`src/rtl/kernel_helper_mc_if.sv`:
```
// AXI-Lite channel bundle (32-bit data, parameterised address) used for both
// the infrastructure-side slave port and the kernel-side master port.
interface kernel_helper_mc_if #(
    parameter int ADDR_W = 32
) ();
    logic [ADDR_W-1:0] awaddr;
    logic              awvalid;
    logic              awready;
    logic [31:0]       wdata;
    logic [3:0]        wstrb;
    logic              wvalid;
    logic              wready;
    logic [1:0]        bresp;
    logic              bvalid;
    logic              bready;
    logic [ADDR_W-1:0] araddr;
    logic              arvalid;
    logic              arready;
    logic [31:0]       rdata;
    logic [1:0]        rresp;
    logic              rvalid;
    logic              rready;

    modport master (
        output awaddr, awvalid, wdata, wstrb, wvalid, bready, araddr, arvalid, rready,
        input  awready, wready, bresp, bvalid, arready, rdata, rresp, rvalid
    );

    modport slave (
        input  awaddr, awvalid, wdata, wstrb, wvalid, bready, araddr, arvalid, rready,
        output awready, wready, bresp, bvalid, arready, rdata, rresp, rvalid
    );
endinterface

```
`src/rtl/kernel_helper_mc.sv`:
```
// Multi-kernel control helper: local special-register window, AXI-Lite forwarding
// and round-robin interrupt arbitration. Optional edge counters: KERNEL_HELPER_IRQ_COUNT_EN.
module kernel_helper_mc #(
    parameter logic [31:0] ACTION_TYPE                = 32'h10143FFF,
    parameter logic [31:0] RELEASE_LEVEL              = 32'h00000001,
    parameter logic [31:0] SPECIAL_REG_BASE           = 32'h00001000,
    parameter int          NUM_KERNELS                = 4,
    parameter int          CTXW                       = 9,
    parameter int          C_S_AXI_CONTROL_ADDR_WIDTH = 6,
    localparam int         CHW = (NUM_KERNELS > 1) ? $clog2(NUM_KERNELS) : 1
) (
    input  logic                   clk,
    input  logic                   resetn,
    kernel_helper_mc_if.slave      s_axilite,
    kernel_helper_mc_if.master     s_axi_control,
    input  logic [NUM_KERNELS-1:0] interrupt_i,
    output logic                   interrupt_req_o,
    output logic [63:0]            interrupt_src_o,
    output logic [CTXW-1:0]        interrupt_ctx_o,
    output logic [CHW-1:0]         interrupt_chan_o,
    input  logic                   interrupt_ack_i
);
    localparam int         AW         = C_S_AXI_CONTROL_ADDR_WIDTH;
    localparam logic [1:0] RESP_OKAY  = 2'b00;
    localparam logic [9:0] W_ACTION   = 10'h004;
    localparam logic [9:0] W_RELEASE  = 10'h005;
    localparam logic [9:0] W_PENDING  = 10'h006;
    localparam logic [9:0] W_CTX      = 10'h007;

    typedef enum logic {ST_IDLE, ST_REQ} irq_state_e;

    // Word index of SRC_LO[i] (hi=0) or SRC_HI[i] (hi=1) inside the local window.
    function automatic logic [9:0] src_word(input int i, input int hi);
        return 10'(64 + 2 * i + hi);
    endfunction

    function automatic logic [31:0] apply_strb(input logic [31:0] old_v,
                                               input logic [31:0] new_v,
                                               input logic [3:0]  strb);
        logic [31:0] res;
        res = old_v;
        for (int b = 0; b < 4; b++) begin
            if (strb[b]) res[b*8 +: 8] = new_v[b*8 +: 8];
        end
        return res;
    endfunction

    logic [CTXW-1:0]        ctx_q;
    logic [31:0]            src_lo_q [NUM_KERNELS];
    logic [31:0]            src_hi_q [NUM_KERNELS];
    logic [NUM_KERNELS-1:0] pending_q, pending_d;
    logic [NUM_KERNELS-1:0] irq_q, rise;

    // ---------------- write path ----------------
    logic          wr_busy_q, wr_local_q, bvalid_q;
    logic [1:0]    bresp_q;
    logic          k_awvalid_q, k_wvalid_q;
    logic [AW-1:0] k_awaddr_q;
    logic [31:0]   k_wdata_q;
    logic [3:0]    k_wstrb_q;
    logic          wr_hs, wr_is_local, lw_en, k_bready;
    logic [9:0]    wr_word;

    assign wr_is_local = (s_axilite.awaddr[31:12] == SPECIAL_REG_BASE[31:12]);
    assign wr_word     = s_axilite.awaddr[11:2];
    assign wr_hs       = resetn && s_axilite.awvalid && s_axilite.wvalid && !wr_busy_q;
    assign lw_en       = wr_hs && wr_is_local;
    assign k_bready    = wr_busy_q && !wr_local_q && !bvalid_q;

    assign s_axilite.awready     = wr_hs;
    assign s_axilite.wready      = wr_hs;
    assign s_axilite.bvalid      = bvalid_q;
    assign s_axilite.bresp       = bresp_q;
    assign s_axi_control.awvalid = k_awvalid_q;
    assign s_axi_control.awaddr  = k_awaddr_q;
    assign s_axi_control.wvalid  = k_wvalid_q;
    assign s_axi_control.wdata   = k_wdata_q;
    assign s_axi_control.wstrb   = k_wstrb_q;
    assign s_axi_control.bready  = k_bready;

    // NOTE: sequential state uses non-blocking assignments only, so every flop
    // samples pre-edge values regardless of process ordering.
    always_ff @(posedge clk) begin
        if (!resetn) begin
            wr_busy_q   <= 1'b0;
            wr_local_q  <= 1'b0;
            bvalid_q    <= 1'b0;
            bresp_q     <= RESP_OKAY;
            k_awvalid_q <= 1'b0;
            k_wvalid_q  <= 1'b0;
            k_awaddr_q  <= '0;
            k_wdata_q   <= '0;
            k_wstrb_q   <= '0;
        end else begin
            if (wr_hs) begin
                wr_busy_q  <= 1'b1;
                wr_local_q <= wr_is_local;
                if (wr_is_local) begin
                    bvalid_q <= 1'b1;
                    bresp_q  <= RESP_OKAY;
                end else begin
                    k_awvalid_q <= 1'b1;
                    k_wvalid_q  <= 1'b1;
                    k_awaddr_q  <= s_axilite.awaddr[AW-1:0];
                    k_wdata_q   <= s_axilite.wdata;
                    k_wstrb_q   <= s_axilite.wstrb;
                end
            end
            if (k_awvalid_q && s_axi_control.awready) k_awvalid_q <= 1'b0;
            if (k_wvalid_q && s_axi_control.wready)   k_wvalid_q  <= 1'b0;
            if (k_bready && s_axi_control.bvalid) begin
                bvalid_q <= 1'b1;
                bresp_q  <= s_axi_control.bresp;
            end
            if (bvalid_q && s_axilite.bready) begin
                bvalid_q  <= 1'b0;
                wr_busy_q <= 1'b0;
            end
        end
    end

    // ---------------- local register bank ----------------
    // NOTE: the source bank is small and must read back zero after reset, so it
    // lives in reset flops rather than an un-reset RAM.
    always_ff @(posedge clk) begin
        if (!resetn) begin
            ctx_q <= '0;
            for (int i = 0; i < NUM_KERNELS; i++) begin
                src_lo_q[i] <= '0;
                src_hi_q[i] <= '0;
            end
        end else if (lw_en) begin
            if (wr_word == W_CTX)
                ctx_q <= CTXW'(apply_strb(32'(ctx_q), s_axilite.wdata, s_axilite.wstrb));
            for (int i = 0; i < NUM_KERNELS; i++) begin
                if (wr_word == src_word(i, 0))
                    src_lo_q[i] <= apply_strb(src_lo_q[i], s_axilite.wdata, s_axilite.wstrb);
                if (wr_word == src_word(i, 1))
                    src_hi_q[i] <= apply_strb(src_hi_q[i], s_axilite.wdata, s_axilite.wstrb);
            end
        end
    end

`ifdef KERNEL_HELPER_IRQ_COUNT_EN
    logic [15:0] cnt_q [NUM_KERNELS];

    // A clear in the same cycle as an edge wins.
    always_ff @(posedge clk) begin
        if (!resetn) begin
            for (int i = 0; i < NUM_KERNELS; i++) cnt_q[i] <= '0;
        end else begin
            for (int i = 0; i < NUM_KERNELS; i++) begin
                if (lw_en && wr_word == 10'(128 + i))
                    cnt_q[i] <= '0;
                else if (rise[i] && cnt_q[i] != 16'hFFFF)
                    cnt_q[i] <= cnt_q[i] + 16'd1;
            end
        end
    end
`endif

    // ---------------- read path ----------------
    logic          rd_busy_q, rd_local_q, rvalid_q;
    logic [31:0]   rdata_q, local_rdata;
    logic [1:0]    rresp_q;
    logic          k_arvalid_q;
    logic [AW-1:0] k_araddr_q;
    logic          rd_hs, rd_is_local, k_rready;
    logic [9:0]    rd_word;

    assign rd_is_local = (s_axilite.araddr[31:12] == SPECIAL_REG_BASE[31:12]);
    assign rd_word     = s_axilite.araddr[11:2];
    assign rd_hs       = resetn && s_axilite.arvalid && !rd_busy_q;
    assign k_rready    = rd_busy_q && !rd_local_q && !rvalid_q;

    assign s_axilite.arready     = rd_hs;
    assign s_axilite.rvalid      = rvalid_q;
    assign s_axilite.rdata       = rdata_q;
    assign s_axilite.rresp       = rresp_q;
    assign s_axi_control.arvalid = k_arvalid_q;
    assign s_axi_control.araddr  = k_araddr_q;
    assign s_axi_control.rready  = k_rready;

    // NOTE: every always_comb output gets a default first, so no path leaves a
    // value held and no latch is inferred.
    always_comb begin
        local_rdata = '0;
        if (rd_word == W_ACTION)  local_rdata = ACTION_TYPE;
        if (rd_word == W_RELEASE) local_rdata = RELEASE_LEVEL;
        if (rd_word == W_PENDING) local_rdata = 32'(pending_q);
        if (rd_word == W_CTX)     local_rdata = 32'(ctx_q);
        for (int i = 0; i < NUM_KERNELS; i++) begin
            if (rd_word == src_word(i, 0)) local_rdata = src_lo_q[i];
            if (rd_word == src_word(i, 1)) local_rdata = src_hi_q[i];
`ifdef KERNEL_HELPER_IRQ_COUNT_EN
            if (rd_word == 10'(128 + i))   local_rdata = 32'(cnt_q[i]);
`endif
        end
    end

    always_ff @(posedge clk) begin
        if (!resetn) begin
            rd_busy_q   <= 1'b0;
            rd_local_q  <= 1'b0;
            rvalid_q    <= 1'b0;
            rdata_q     <= '0;
            rresp_q     <= RESP_OKAY;
            k_arvalid_q <= 1'b0;
            k_araddr_q  <= '0;
        end else begin
            if (rd_hs) begin
                rd_busy_q  <= 1'b1;
                rd_local_q <= rd_is_local;
                if (rd_is_local) begin
                    rvalid_q <= 1'b1;
                    rdata_q  <= local_rdata;
                    rresp_q  <= RESP_OKAY;
                end else begin
                    k_arvalid_q <= 1'b1;
                    k_araddr_q  <= s_axilite.araddr[AW-1:0];
                end
            end
            if (k_arvalid_q && s_axi_control.arready) k_arvalid_q <= 1'b0;
            if (k_rready && s_axi_control.rvalid) begin
                rvalid_q <= 1'b1;
                rdata_q  <= s_axi_control.rdata;
                rresp_q  <= s_axi_control.rresp;
            end
            if (rvalid_q && s_axilite.rready) begin
                rvalid_q  <= 1'b0;
                rd_busy_q <= 1'b0;
            end
        end
    end

    // ---------------- interrupt arbiter ----------------
    irq_state_e             state_q, state_d;
    logic [63:0]            src_q, src_d;
    logic [CHW-1:0]         chan_q, chan_d, last_grant_q, last_grant_d, pick;
    logic [NUM_KERNELS-1:0] clr_mask;
    logic [63:0]            pick_src;
    logic                   found;
    int                     scan_idx;

    assign rise = interrupt_i & ~irq_q;

    always_comb begin
        state_d      = state_q;
        src_d        = src_q;
        chan_d       = chan_q;
        last_grant_d = last_grant_q;
        clr_mask     = '0;
        found        = 1'b0;
        pick         = '0;
        pick_src     = '0;
        scan_idx     = 0;
        // Round-robin: first pending channel at or after last_grant+1, wrapping.
        for (int k = 0; k < NUM_KERNELS; k++) begin
            scan_idx = int'(last_grant_q) + 1 + k;
            if (scan_idx >= NUM_KERNELS) scan_idx = scan_idx - NUM_KERNELS;
            if (!found && pending_q[scan_idx]) begin
                found    = 1'b1;
                pick     = CHW'(scan_idx);
                pick_src = {src_hi_q[scan_idx], src_lo_q[scan_idx]};
            end
        end
        case (state_q)
            ST_IDLE: begin
                if (found) begin
                    state_d = ST_REQ;
                    src_d   = pick_src;
                    chan_d  = pick;
                end
            end
            ST_REQ: begin
                if (interrupt_ack_i) begin
                    state_d          = ST_IDLE;
                    last_grant_d     = chan_q;
                    clr_mask[chan_q] = 1'b1;
                end
            end
            default: state_d = ST_IDLE;
        endcase
        // A fresh edge in the ack cycle re-arms the channel being cleared.
        pending_d = (pending_q & ~clr_mask) | rise;
    end

    always_ff @(posedge clk) begin
        if (!resetn) begin
            state_q      <= ST_IDLE;
            src_q        <= '0;
            chan_q       <= '0;
            last_grant_q <= CHW'(NUM_KERNELS - 1);
            pending_q    <= '0;
            irq_q        <= '0;
        end else begin
            state_q      <= state_d;
            src_q        <= src_d;
            chan_q       <= chan_d;
            last_grant_q <= last_grant_d;
            pending_q    <= pending_d;
            irq_q        <= interrupt_i;
        end
    end

    assign interrupt_req_o  = (state_q == ST_REQ);
    assign interrupt_src_o  = src_q;
    assign interrupt_chan_o = chan_q;
    assign interrupt_ctx_o  = ctx_q;
endmodule

```
`src/flat_wrapper.sv`:
```
// flat-port wrapper written by rule: the top's interface ports become plain ports
module kernel_helper_mc_flat 
#(
    parameter logic [31:0] ACTION_TYPE                = 32'h10143FFF,
    parameter logic [31:0] RELEASE_LEVEL              = 32'h00000001,
    parameter logic [31:0] SPECIAL_REG_BASE           = 32'h00001000,
    parameter int          NUM_KERNELS                = 4,
    parameter int          CTXW                       = 9,
    parameter int          C_S_AXI_CONTROL_ADDR_WIDTH = 6,
    localparam int         CHW = (NUM_KERNELS > 1) ? $clog2(NUM_KERNELS) : 1
)
  (clk, resetn, interrupt_i, interrupt_req_o, interrupt_src_o, interrupt_ctx_o, interrupt_chan_o, interrupt_ack_i, s_axilite_awaddr, s_axilite_awvalid, s_axilite_wdata, s_axilite_wstrb, s_axilite_wvalid, s_axilite_bready, s_axilite_araddr, s_axilite_arvalid, s_axilite_rready, s_axilite_awready, s_axilite_wready, s_axilite_bresp, s_axilite_bvalid, s_axilite_arready, s_axilite_rdata, s_axilite_rresp, s_axilite_rvalid, s_axi_control_awaddr, s_axi_control_awvalid, s_axi_control_wdata, s_axi_control_wstrb, s_axi_control_wvalid, s_axi_control_bready, s_axi_control_araddr, s_axi_control_arvalid, s_axi_control_rready, s_axi_control_awready, s_axi_control_wready, s_axi_control_bresp, s_axi_control_bvalid, s_axi_control_arready, s_axi_control_rdata, s_axi_control_rresp, s_axi_control_rvalid);
  kernel_helper_mc_if #(.ADDR_W(32)) s_axilite_i ();
  kernel_helper_mc_if #(.ADDR_W(6)) s_axi_control_i ();
  input  logic clk;
  input  logic resetn;
  input  logic [NUM_KERNELS-1:0] interrupt_i;
  output logic interrupt_req_o;
  output logic [63:0] interrupt_src_o;
  output logic [CTXW-1:0] interrupt_ctx_o;
  output logic [CHW-1:0] interrupt_chan_o;
  input  logic interrupt_ack_i;
  input wire logic [$bits(s_axilite_i.awaddr)-1:0] s_axilite_awaddr;
  input wire logic [$bits(s_axilite_i.awvalid)-1:0] s_axilite_awvalid;
  input wire logic [$bits(s_axilite_i.wdata)-1:0] s_axilite_wdata;
  input wire logic [$bits(s_axilite_i.wstrb)-1:0] s_axilite_wstrb;
  input wire logic [$bits(s_axilite_i.wvalid)-1:0] s_axilite_wvalid;
  input wire logic [$bits(s_axilite_i.bready)-1:0] s_axilite_bready;
  input wire logic [$bits(s_axilite_i.araddr)-1:0] s_axilite_araddr;
  input wire logic [$bits(s_axilite_i.arvalid)-1:0] s_axilite_arvalid;
  input wire logic [$bits(s_axilite_i.rready)-1:0] s_axilite_rready;
  output wire logic [$bits(s_axilite_i.awready)-1:0] s_axilite_awready;
  output wire logic [$bits(s_axilite_i.wready)-1:0] s_axilite_wready;
  output wire logic [$bits(s_axilite_i.bresp)-1:0] s_axilite_bresp;
  output wire logic [$bits(s_axilite_i.bvalid)-1:0] s_axilite_bvalid;
  output wire logic [$bits(s_axilite_i.arready)-1:0] s_axilite_arready;
  output wire logic [$bits(s_axilite_i.rdata)-1:0] s_axilite_rdata;
  output wire logic [$bits(s_axilite_i.rresp)-1:0] s_axilite_rresp;
  output wire logic [$bits(s_axilite_i.rvalid)-1:0] s_axilite_rvalid;
  output wire logic [$bits(s_axi_control_i.awaddr)-1:0] s_axi_control_awaddr;
  output wire logic [$bits(s_axi_control_i.awvalid)-1:0] s_axi_control_awvalid;
  output wire logic [$bits(s_axi_control_i.wdata)-1:0] s_axi_control_wdata;
  output wire logic [$bits(s_axi_control_i.wstrb)-1:0] s_axi_control_wstrb;
  output wire logic [$bits(s_axi_control_i.wvalid)-1:0] s_axi_control_wvalid;
  output wire logic [$bits(s_axi_control_i.bready)-1:0] s_axi_control_bready;
  output wire logic [$bits(s_axi_control_i.araddr)-1:0] s_axi_control_araddr;
  output wire logic [$bits(s_axi_control_i.arvalid)-1:0] s_axi_control_arvalid;
  output wire logic [$bits(s_axi_control_i.rready)-1:0] s_axi_control_rready;
  input wire logic [$bits(s_axi_control_i.awready)-1:0] s_axi_control_awready;
  input wire logic [$bits(s_axi_control_i.wready)-1:0] s_axi_control_wready;
  input wire logic [$bits(s_axi_control_i.bresp)-1:0] s_axi_control_bresp;
  input wire logic [$bits(s_axi_control_i.bvalid)-1:0] s_axi_control_bvalid;
  input wire logic [$bits(s_axi_control_i.arready)-1:0] s_axi_control_arready;
  input wire logic [$bits(s_axi_control_i.rdata)-1:0] s_axi_control_rdata;
  input wire logic [$bits(s_axi_control_i.rresp)-1:0] s_axi_control_rresp;
  input wire logic [$bits(s_axi_control_i.rvalid)-1:0] s_axi_control_rvalid;
  assign s_axilite_i.awaddr = s_axilite_awaddr;
  assign s_axilite_i.awvalid = s_axilite_awvalid;
  assign s_axilite_i.wdata = s_axilite_wdata;
  assign s_axilite_i.wstrb = s_axilite_wstrb;
  assign s_axilite_i.wvalid = s_axilite_wvalid;
  assign s_axilite_i.bready = s_axilite_bready;
  assign s_axilite_i.araddr = s_axilite_araddr;
  assign s_axilite_i.arvalid = s_axilite_arvalid;
  assign s_axilite_i.rready = s_axilite_rready;
  assign s_axilite_awready = s_axilite_i.awready;
  assign s_axilite_wready = s_axilite_i.wready;
  assign s_axilite_bresp = s_axilite_i.bresp;
  assign s_axilite_bvalid = s_axilite_i.bvalid;
  assign s_axilite_arready = s_axilite_i.arready;
  assign s_axilite_rdata = s_axilite_i.rdata;
  assign s_axilite_rresp = s_axilite_i.rresp;
  assign s_axilite_rvalid = s_axilite_i.rvalid;
  assign s_axi_control_awaddr = s_axi_control_i.awaddr;
  assign s_axi_control_awvalid = s_axi_control_i.awvalid;
  assign s_axi_control_wdata = s_axi_control_i.wdata;
  assign s_axi_control_wstrb = s_axi_control_i.wstrb;
  assign s_axi_control_wvalid = s_axi_control_i.wvalid;
  assign s_axi_control_bready = s_axi_control_i.bready;
  assign s_axi_control_araddr = s_axi_control_i.araddr;
  assign s_axi_control_arvalid = s_axi_control_i.arvalid;
  assign s_axi_control_rready = s_axi_control_i.rready;
  assign s_axi_control_i.awready = s_axi_control_awready;
  assign s_axi_control_i.wready = s_axi_control_wready;
  assign s_axi_control_i.bresp = s_axi_control_bresp;
  assign s_axi_control_i.bvalid = s_axi_control_bvalid;
  assign s_axi_control_i.arready = s_axi_control_arready;
  assign s_axi_control_i.rdata = s_axi_control_rdata;
  assign s_axi_control_i.rresp = s_axi_control_rresp;
  assign s_axi_control_i.rvalid = s_axi_control_rvalid;
  kernel_helper_mc #(.ACTION_TYPE(ACTION_TYPE), .RELEASE_LEVEL(RELEASE_LEVEL), .SPECIAL_REG_BASE(SPECIAL_REG_BASE), .NUM_KERNELS(NUM_KERNELS), .CTXW(CTXW), .C_S_AXI_CONTROL_ADDR_WIDTH(C_S_AXI_CONTROL_ADDR_WIDTH)) u_core (.clk(clk), .resetn(resetn), .s_axilite(s_axilite_i), .s_axi_control(s_axi_control_i), .interrupt_i(interrupt_i), .interrupt_req_o(interrupt_req_o), .interrupt_src_o(interrupt_src_o), .interrupt_ctx_o(interrupt_ctx_o), .interrupt_chan_o(interrupt_chan_o), .interrupt_ack_i(interrupt_ack_i));
endmodule
```
`config.mk`:
```
export PLATFORM = sky130hd
export DESIGN_NAME = kernel_helper_mc_flat
export DESIGN_NICKNAME = d
export VERILOG_FILES = /design/src/rtl/kernel_helper_mc_if.sv /design/src/rtl/kernel_helper_mc.sv /design/src/flat_wrapper.sv
export SDC_FILE = /design/constraint.sdc
export NUM_CORES = 1
export LEC_CHECK = 0
export BUFFER_PORTS_ARGS = -buffer_cell sky130_fd_sc_hd__buf_2
export CAP_MARGIN = 20
export CORE_MARGIN = 5
export CORE_UTILIZATION = 38
export CTS_BUF_LIST = sky130_fd_sc_hd__clkbuf_8
export DETAILED_ROUTE_END_ITERATION = 8
export PLACE_DENSITY = 0.59
export SLEW_MARGIN = 15
export SYNTH_ARGS = -nofsm -noshare
export SYNTH_HDL_FRONTEND = slang
export SYNTH_SLANG_ARGS = --single-unit
```
`constraint.sdc`:
```
create_clock -name clk -period 3.59 [get_ports clk]
set_clock_uncertainty 0.15 [all_clocks]
set_input_delay 0.359 -clock clk [delete_from_list [all_inputs] [get_ports clk]]
set_output_delay 0.359 -clock clk [all_outputs]
set_load 0.01 [all_outputs]
```
Word level (Yosys, flattened, before mapping)
Memories as Yosys holds them, arrays and structs flattened.
Cells that the tools add are included.
{ "op_classes": {"addsub": 8, "eq_ne": 23, "reduce_logical": 47, "bitwise_logic": 17, "muxes": 231, "magnitude_cmp": 10} }
{ "op_table": {"columns": ["op", "count"], "rows": [
  ["two-way mux 8 bit", 128],
  ["two-way mux 32 bit", 23],
  ["two-way mux 64 bit", 4],
  ["== test 10 x 7 -> 1 bit, second input constant", 16],
  ["greater-or-equal comparator 32 x 4 -> 1 bit, second input constant", 4],
  ["< comparator 32 x 4 -> 1 bit, second input constant", 4],
  ["subtractor 32 x 4 -> 32 bit, second input constant", 4],
  ["two-way mux 29 bit", 4],
  ["adder 32 x 3 -> 32 bit, second input constant", 2],
  ["two-way mux 1 bit", 54],
  ["== test 10 x 3 -> 1 bit, second input constant", 5],
  ["== test 20 x 1 -> 1 bit, second input constant", 2],
  ["adder 32 x 2 -> 32 bit, second input constant", 1],
  ["logical AND 1 bit", 21],
  ["two-way mux 2 bit", 10],
  ["AND reduction 2 bit", 6],
  ["OR reduction 2 bit", 5],
  ["logical NOT 1 bit", 9],
  ["bitwise AND 4 bit", 2],
  ["binary-select mux 1 bit (select 2 bit)", 4],
  ["two-way mux 4 bit", 2],
  ["inverter 4 bit", 2],
  ["bitwise OR 1 bit", 8],
  ["nonzero test 2 bit", 4],
  ["other kinds (8)", 12]
]} }
{ "word_totals": {"mem_count": 2, "output_inout_bits": 170, "regBits": 179, "in_bits": 153, "mem_bits_rw": 256} }
{ "mem_list": {"columns": ["memory", "depth", "width", "read_ports", "rd_ports_with_merged_regs", "write_ports", "line_no", "source"], "rows": [
  ["u_core.src_hi_q", 4, 32, 8, 0, 4, "kernel_helper_mc.sv:50", "logic [31:0] src_hi_q [NUM_KERNELS];"],
  ["u_core.src_lo_q", 4, 32, 8, 0, 4, "kernel_helper_mc.sv:49", "logic [31:0] src_lo_q [NUM_KERNELS];"]
]} }

Logic depth before layout (Yosys ltp)
{ "logic_depth": {"word_depth": 18, "ltp_mapped": 10, "ltp_nobuf": 6} }

Worst setup path before layout
Ideal clock, no wire load.
{ "synth_path": {"path_kind": "in2reg", "from": "input s_axilite_awaddr[6]", "to": "memory u_core.src_lo_q[3][0] (enable)", "path_slack_ns": 0.625, "stages": 8, "arrival_time_ns": 2.486, "setup_time_ns": 0.329, "required_ns": 3.111, "n_path_buf": 2, "path_cell_list": "or4_4 -> nor3_4 -> or4b_1 -> buf_6 -> nor4_4 -> buf_6 -> nand2_1 -> nand2_1"} }
{ "synth_lines": {"columns": ["item", "line_no", "source"], "rows": [
  ["start: declaration", "flat_wrapper.sv:23", "input wire logic [$bits(s_axilite_i.awaddr)-1:0] s_axilite_awaddr;"],
  ["end: declaration", "kernel_helper_mc.sv:49", null]
]} }

Worst setup path after layout
{ "layout_path": {"from": "register u_core.pending_q[3]", "to": "register u_core.src_q[1], in the netlist u_core.interrupt_src_o[1]"} }
{ "layout_via": {"elab_chain_len": 14} }
{ "layout_rtl": {"columns": ["item", "line_no", "source"], "rows": [
  ["start: declaration", "kernel_helper_mc.sv:51", "logic [NUM_KERNELS-1:0] pending_q, pending_d;"],
  ["start signal: assignment", "kernel_helper_mc.sv:301", "pending_q <= pending_d;"],
  ["binary-select mux 1 bit (select 2 bit)", "kernel_helper_mc.sv:261", "if (!found && pending_q[scan_idx]) begin"],
  ["two-way mux 1 bit (not written as such) (2 in series)", "kernel_helper_mc.sv:261", null],
  ["two-way mux 1 bit", "kernel_helper_mc.sv:261", null],
  ["logical NOT 1 bit", "kernel_helper_mc.sv:261", null],
  ["logical AND 1 bit", "kernel_helper_mc.sv:261", null],
  ["two-way mux 1 bit", "kernel_helper_mc.sv:261", null],
  ["logical NOT 1 bit", "kernel_helper_mc.sv:261", null],
  ["logical AND 1 bit", "kernel_helper_mc.sv:261", null],
  ["two-way mux 1 bit", "kernel_helper_mc.sv:261", null],
  ["logical NOT 1 bit", "kernel_helper_mc.sv:261", null],
  ["logical AND 1 bit", "kernel_helper_mc.sv:261", null],
  ["two-way mux 1 bit", "kernel_helper_mc.sv:261", null],
  ["AND reduction 2 bit (no line)", null, null],
  ["end signal: assignment", "kernel_helper_mc.sv:298", "src_q <= src_d;"],
  ["end: declaration", "kernel_helper_mc.sv:238", "logic [63:0] src_q, src_d;"]
]} }
Several ways; a longest one is shown, not always the timed one. The select of a mux whose other input is x is not followed.
A chain may end at the register's enable or synchronous reset.

==> metrics <==
outcome finished, final reports clean; Seq pwr share 45.8%; FF+latch area 0.0113 mm2; Critical Path RT 4.02 ns; hold_sp s_axilite_araddr[4]; vias in the first global route 21,700; FF-to-FF End u_core.interrupt_src_o[1]$_SDFFE_PN0P_; Syn Area/Cell 9.90 um2; hold depth 3; Critical Path Source Type register; number of distinct library cells after synthesis 67; Cells after DPL 3,571; core area 0.0655 mm2; crit-path max FO 18; cell area after synthesis 0.0250 mm2; Num Clock Sinks 435; pin count of the biggest net entering global routing 125; PostCTS Resize Cnt 0; DR WL met3 9550 um; CP top delay family compound AO/OA/AOI/OAI gates; TritonCTS Buffers 76; slew margin rel. 23.7%; DP Wirelength 68,400 um; Crit path arrival time 3.45 ns; YS warnings 0; number of routed nets with antenna violations 0; register bit total from synthesis 435; routed len/inst 25.1 um; Buf/Inv on CP 1; endpoints failing setup 0; Die Width 266 um; Setup Buffers After CTS 0; RSZ-0062 raised after global routing no; Crit path largest cell delay 0.92 ns; # fillers 6,137; Least-Margin Pin Slew 1.14 ns; fin. max-slew vios 0; multi-input logic area 0.0128 mm2; DR iter-0 viols 2,388; Worst R2R Path Depth 6; WS Path Type reg2reg; maximum vdd ir drop 0.238 mV; Gate Count Post-Synth 2,524; Post-synth EDFFs 256; Min-Delay Path Class in2reg; I/O pin count 323; Tot GR Track Use 25.9%; crit-path cells nor2b_1 -> a32o_1 -> buf_4 -> a221o_1 -> a21oi_1 -> a21oi_1; later-pin clock latency in the skew report 0.67 ns; sw frac 29.3%; Initial Utilization 38.1%; via count 22,500; Nets 3,045; Leakage 12.8 nW; part of the Yosys area used for sequential elements 45.1%; Top FF cell, synth edfxtp_1; clk slew on worst S/H paths 0.06 ns; highest-delay cell along the critical path a32o_1; R2R Setup Slk 0.56 ns; Sw Pwr 0.00365 W; most frequent CP cell a21oi_1; Final Hold Viols 0; DRC Markers 0; number of core rows 94; Gate power share 17.0%; antenna violations before repair 5; die area 0.0710 mm2; vias per inst 5.88; non-filler cells, final 3,821; TritonRoute pass-1 iters 8; grt total ovfl 0; syn nets 2,677; clock root buffer clkbuf_8; fin crit share 84.3%; layout cells sized above 1 24.6%; CTS tree yes; Tmin final 3.03 ns; Layout area overhead 20.8%; power density over cell area 414 mW/mm2; Die Ht 266 um; Peak Freq 0.331 GHz; power share of the clock group 37.2%; first-pass GRT wire length 140,000 um; H-tree levels 3; Reg2Reg Launch Point u_core.pending_q[3]$_SDFF_PN0_; Max-Cap Viols 0; wl on met1 38,500 um; CP Capture Type register; length of routed met2 wiring 44,700 um; port bufs 322; clock buffer depth 3; Pint 0.00884 W; accumulated negative setup slack 0 ns; RePlAce Congestion 0.924; ys async rst share 0%; WL final 96,000 um; Min-Delay Endpoint u_core.s_axi_control.araddr[4]$_SDFFE_PN0P_; highest metal used met5
## kinds of logic after synthesis
group | share of synthesized area, %
AO/OA/AOI/OAI | 17.9
AND/OR/NAND/NOR | 17.6
buffers and inverters | 3.90
multiplexers | 15.5
flip-flops | 45.1
## through the flow
stage	cell area, um2	util, %	power (W)	hold slack [ns]	setup slack [ns]
floorplan	25000	-	0.00697	0.286	0.625
global placement	27600	42.1	0.00778	0.281	0.332
detailed placement	27600	42.1	0.00782	0.292	0.291
CTS	30100	46.0	0.0125	0.0276	0.611
global route	30200	46.1	0.0130	0.0686	0.469
finish	30200	46.1	0.0125	0.0852	0.565
## cell usage after synthesis (all sizes together), types with 3 or more instances
master | instances | area (um2)
a21oi | 193 | 966
o21ai | 137 | 686
or4b | 3 | 30.0
nand4 | 6 | 37.5
a22o | 13 | 114
clkbuf | 171 | 644
mux2 | 153 | 1720
nor4 | 11 | 83.8
nand3 | 37 | 185
o31ai | 20 | 150
o22ai | 14 | 87.6
a221o | 46 | 460
a221oi | 10 | 87.6
buf | 51 | 262
nor2b | 21 | 131
a211oi | 5 | 37.5
mux2i | 125 | 1250
nor3 | 28 | 163
nor2 | 66 | 248
a31oi | 22 | 138
and3 | 18 | 113
and3b | 4 | 35.0
edfxtp | 256 | 7690
nand2b | 17 | 106
or3 | 6 | 37.5
mux4 | 40 | 901
o211ai | 47 | 353
a2bb2oi | 28 | 245
a21o | 45 | 338
o221ai | 5 | 43.8
a21boi | 48 | 360
dfxtp | 179 | 3580
nor3b | 17 | 184
o2111ai | 3 | 26.3
a22oi | 31 | 233
and2 | 268 | 1680
inv | 17 | 63.8
nor4b | 4 | 41.3
nand2 | 333 | 1250
## what timing repair did
| item | in CTS | in global routing |
|---|---|---|
| setup endpoints to repair | 0 | 0 |
| hold buffers | 106 | 0 |
| endpoints found under the hold margin | 214 | 0 |
## flip-flops by register name, summed over array words and instances, names as in the netlist, 2 cells and up
| signal | flops |
|---|---|
| u_core.src_hi_q | 128 |
| u_core.src_lo_q | 128 |
| u_core.interrupt_src_o | 64 |
| u_core.s_axi_control.wdata | 32 |
| u_core.s_axilite.rdata | 32 |
| u_core.interrupt_ctx_o | 9 |
| u_core.s_axi_control.araddr | 6 |
| u_core.s_axi_control.awaddr | 6 |
| u_core.irq_q | 4 |
| u_core.pending_q | 4 |
| u_core.s_axi_control.wstrb | 4 |
| u_core.interrupt_chan_o | 2 |
| u_core.last_grant_q | 2 |
| u_core.s_axilite.bresp | 2 |
| u_core.s_axilite.rresp | 2 |
## placed cells by master, fill, tap and decap left out, drive strengths merged, types with 10 or more instances in the layout
cell	n
a21boi	48
a21o	45
a21oi	193
a221o	46
a221oi	10
a22o	13
a22oi	31
a2bb2oi	28
a31oi	22
and2	268
and3	18
buf	406
clkbuf	83
clkinv	23
dfxtp	179
dlygate4sd3	106
edfxtp	256
inv	44
mux2	153
mux2i	125
mux4	40
nand2	333
nand2b	17
nand3	37
nor2	66
nor2b	21
nor3	28
nor3b	17
nor4	11
o211ai	47
o21ai	137
o22ai	14
o31ai	20
## power groups by stage
stage	logic [W]	clock network (W)	registers, W
global route	0.00227	0.00496	0.00574
detailed placement	0.00200	0	0.00581
finish	0.00212	0.00465	0.00572
CTS	0.00210	0.00472	0.00571
global placement	0.00198	0	0.00581
floorplan	0.00120	0	0.00577
## worst max path at each step
stage,from,endpoint,cells after the start
6_report,u_core.pending_q[3]$_SDFF_PN0_,u_core.interrupt_src_o[1]$_SDFFE_PN0P_,6
5_1_grt,u_core.pending_q[3]$_SDFF_PN0_,u_core.interrupt_src_o[1]$_SDFFE_PN0P_,6
4_1_cts,u_core.pending_q[3]$_SDFF_PN0_,u_core.interrupt_src_o[1]$_SDFFE_PN0P_,6
3_5_place_dp,s_axilite_awaddr[6],u_core.src_hi_q[3][17]$_SDFFCE_PN0P_,8
3_3_place_gp,s_axilite_awaddr[6],u_core.src_hi_q[3][17]$_SDFFCE_PN0P_,8
2_1_floorplan,s_axilite_awaddr[6],u_core.src_lo_q[3][0]$_SDFFCE_PN0P_,8
## layer usage
metal  up-vias  track usage [%]
met5         -                0
met1     11000             34.1
li1      10000                -
met2      1245             41.6
met3       214             6.25
met4         2             9.57
## area by class of cell
| type | count | area share (%) |
|---|---|---|
| antenna | 5 | 0.0415 |
| inverter | 18 | 0.224 |
| sequential | 435 | 37.4 |
| clock buffer | 83 | 3.79 |
| multi-input combinational | 1849 | 42.4 |
| clock inverter | 55 | 1.19 |
| tap | 864 | 3.58 |
| timing repair buffer | 512 | 11.4 |
## worst reg2reg max path, cell delays in order (launching register included)
cell and delay, ns:
dfxtp_1 0.66, nor2b_1 0.30, a32o_1 0.92, buf_4 0.45, a221o_1 0.22, a21oi_1 0.06
a21oi_1 0.18
(Power assumes the default switching activity.)
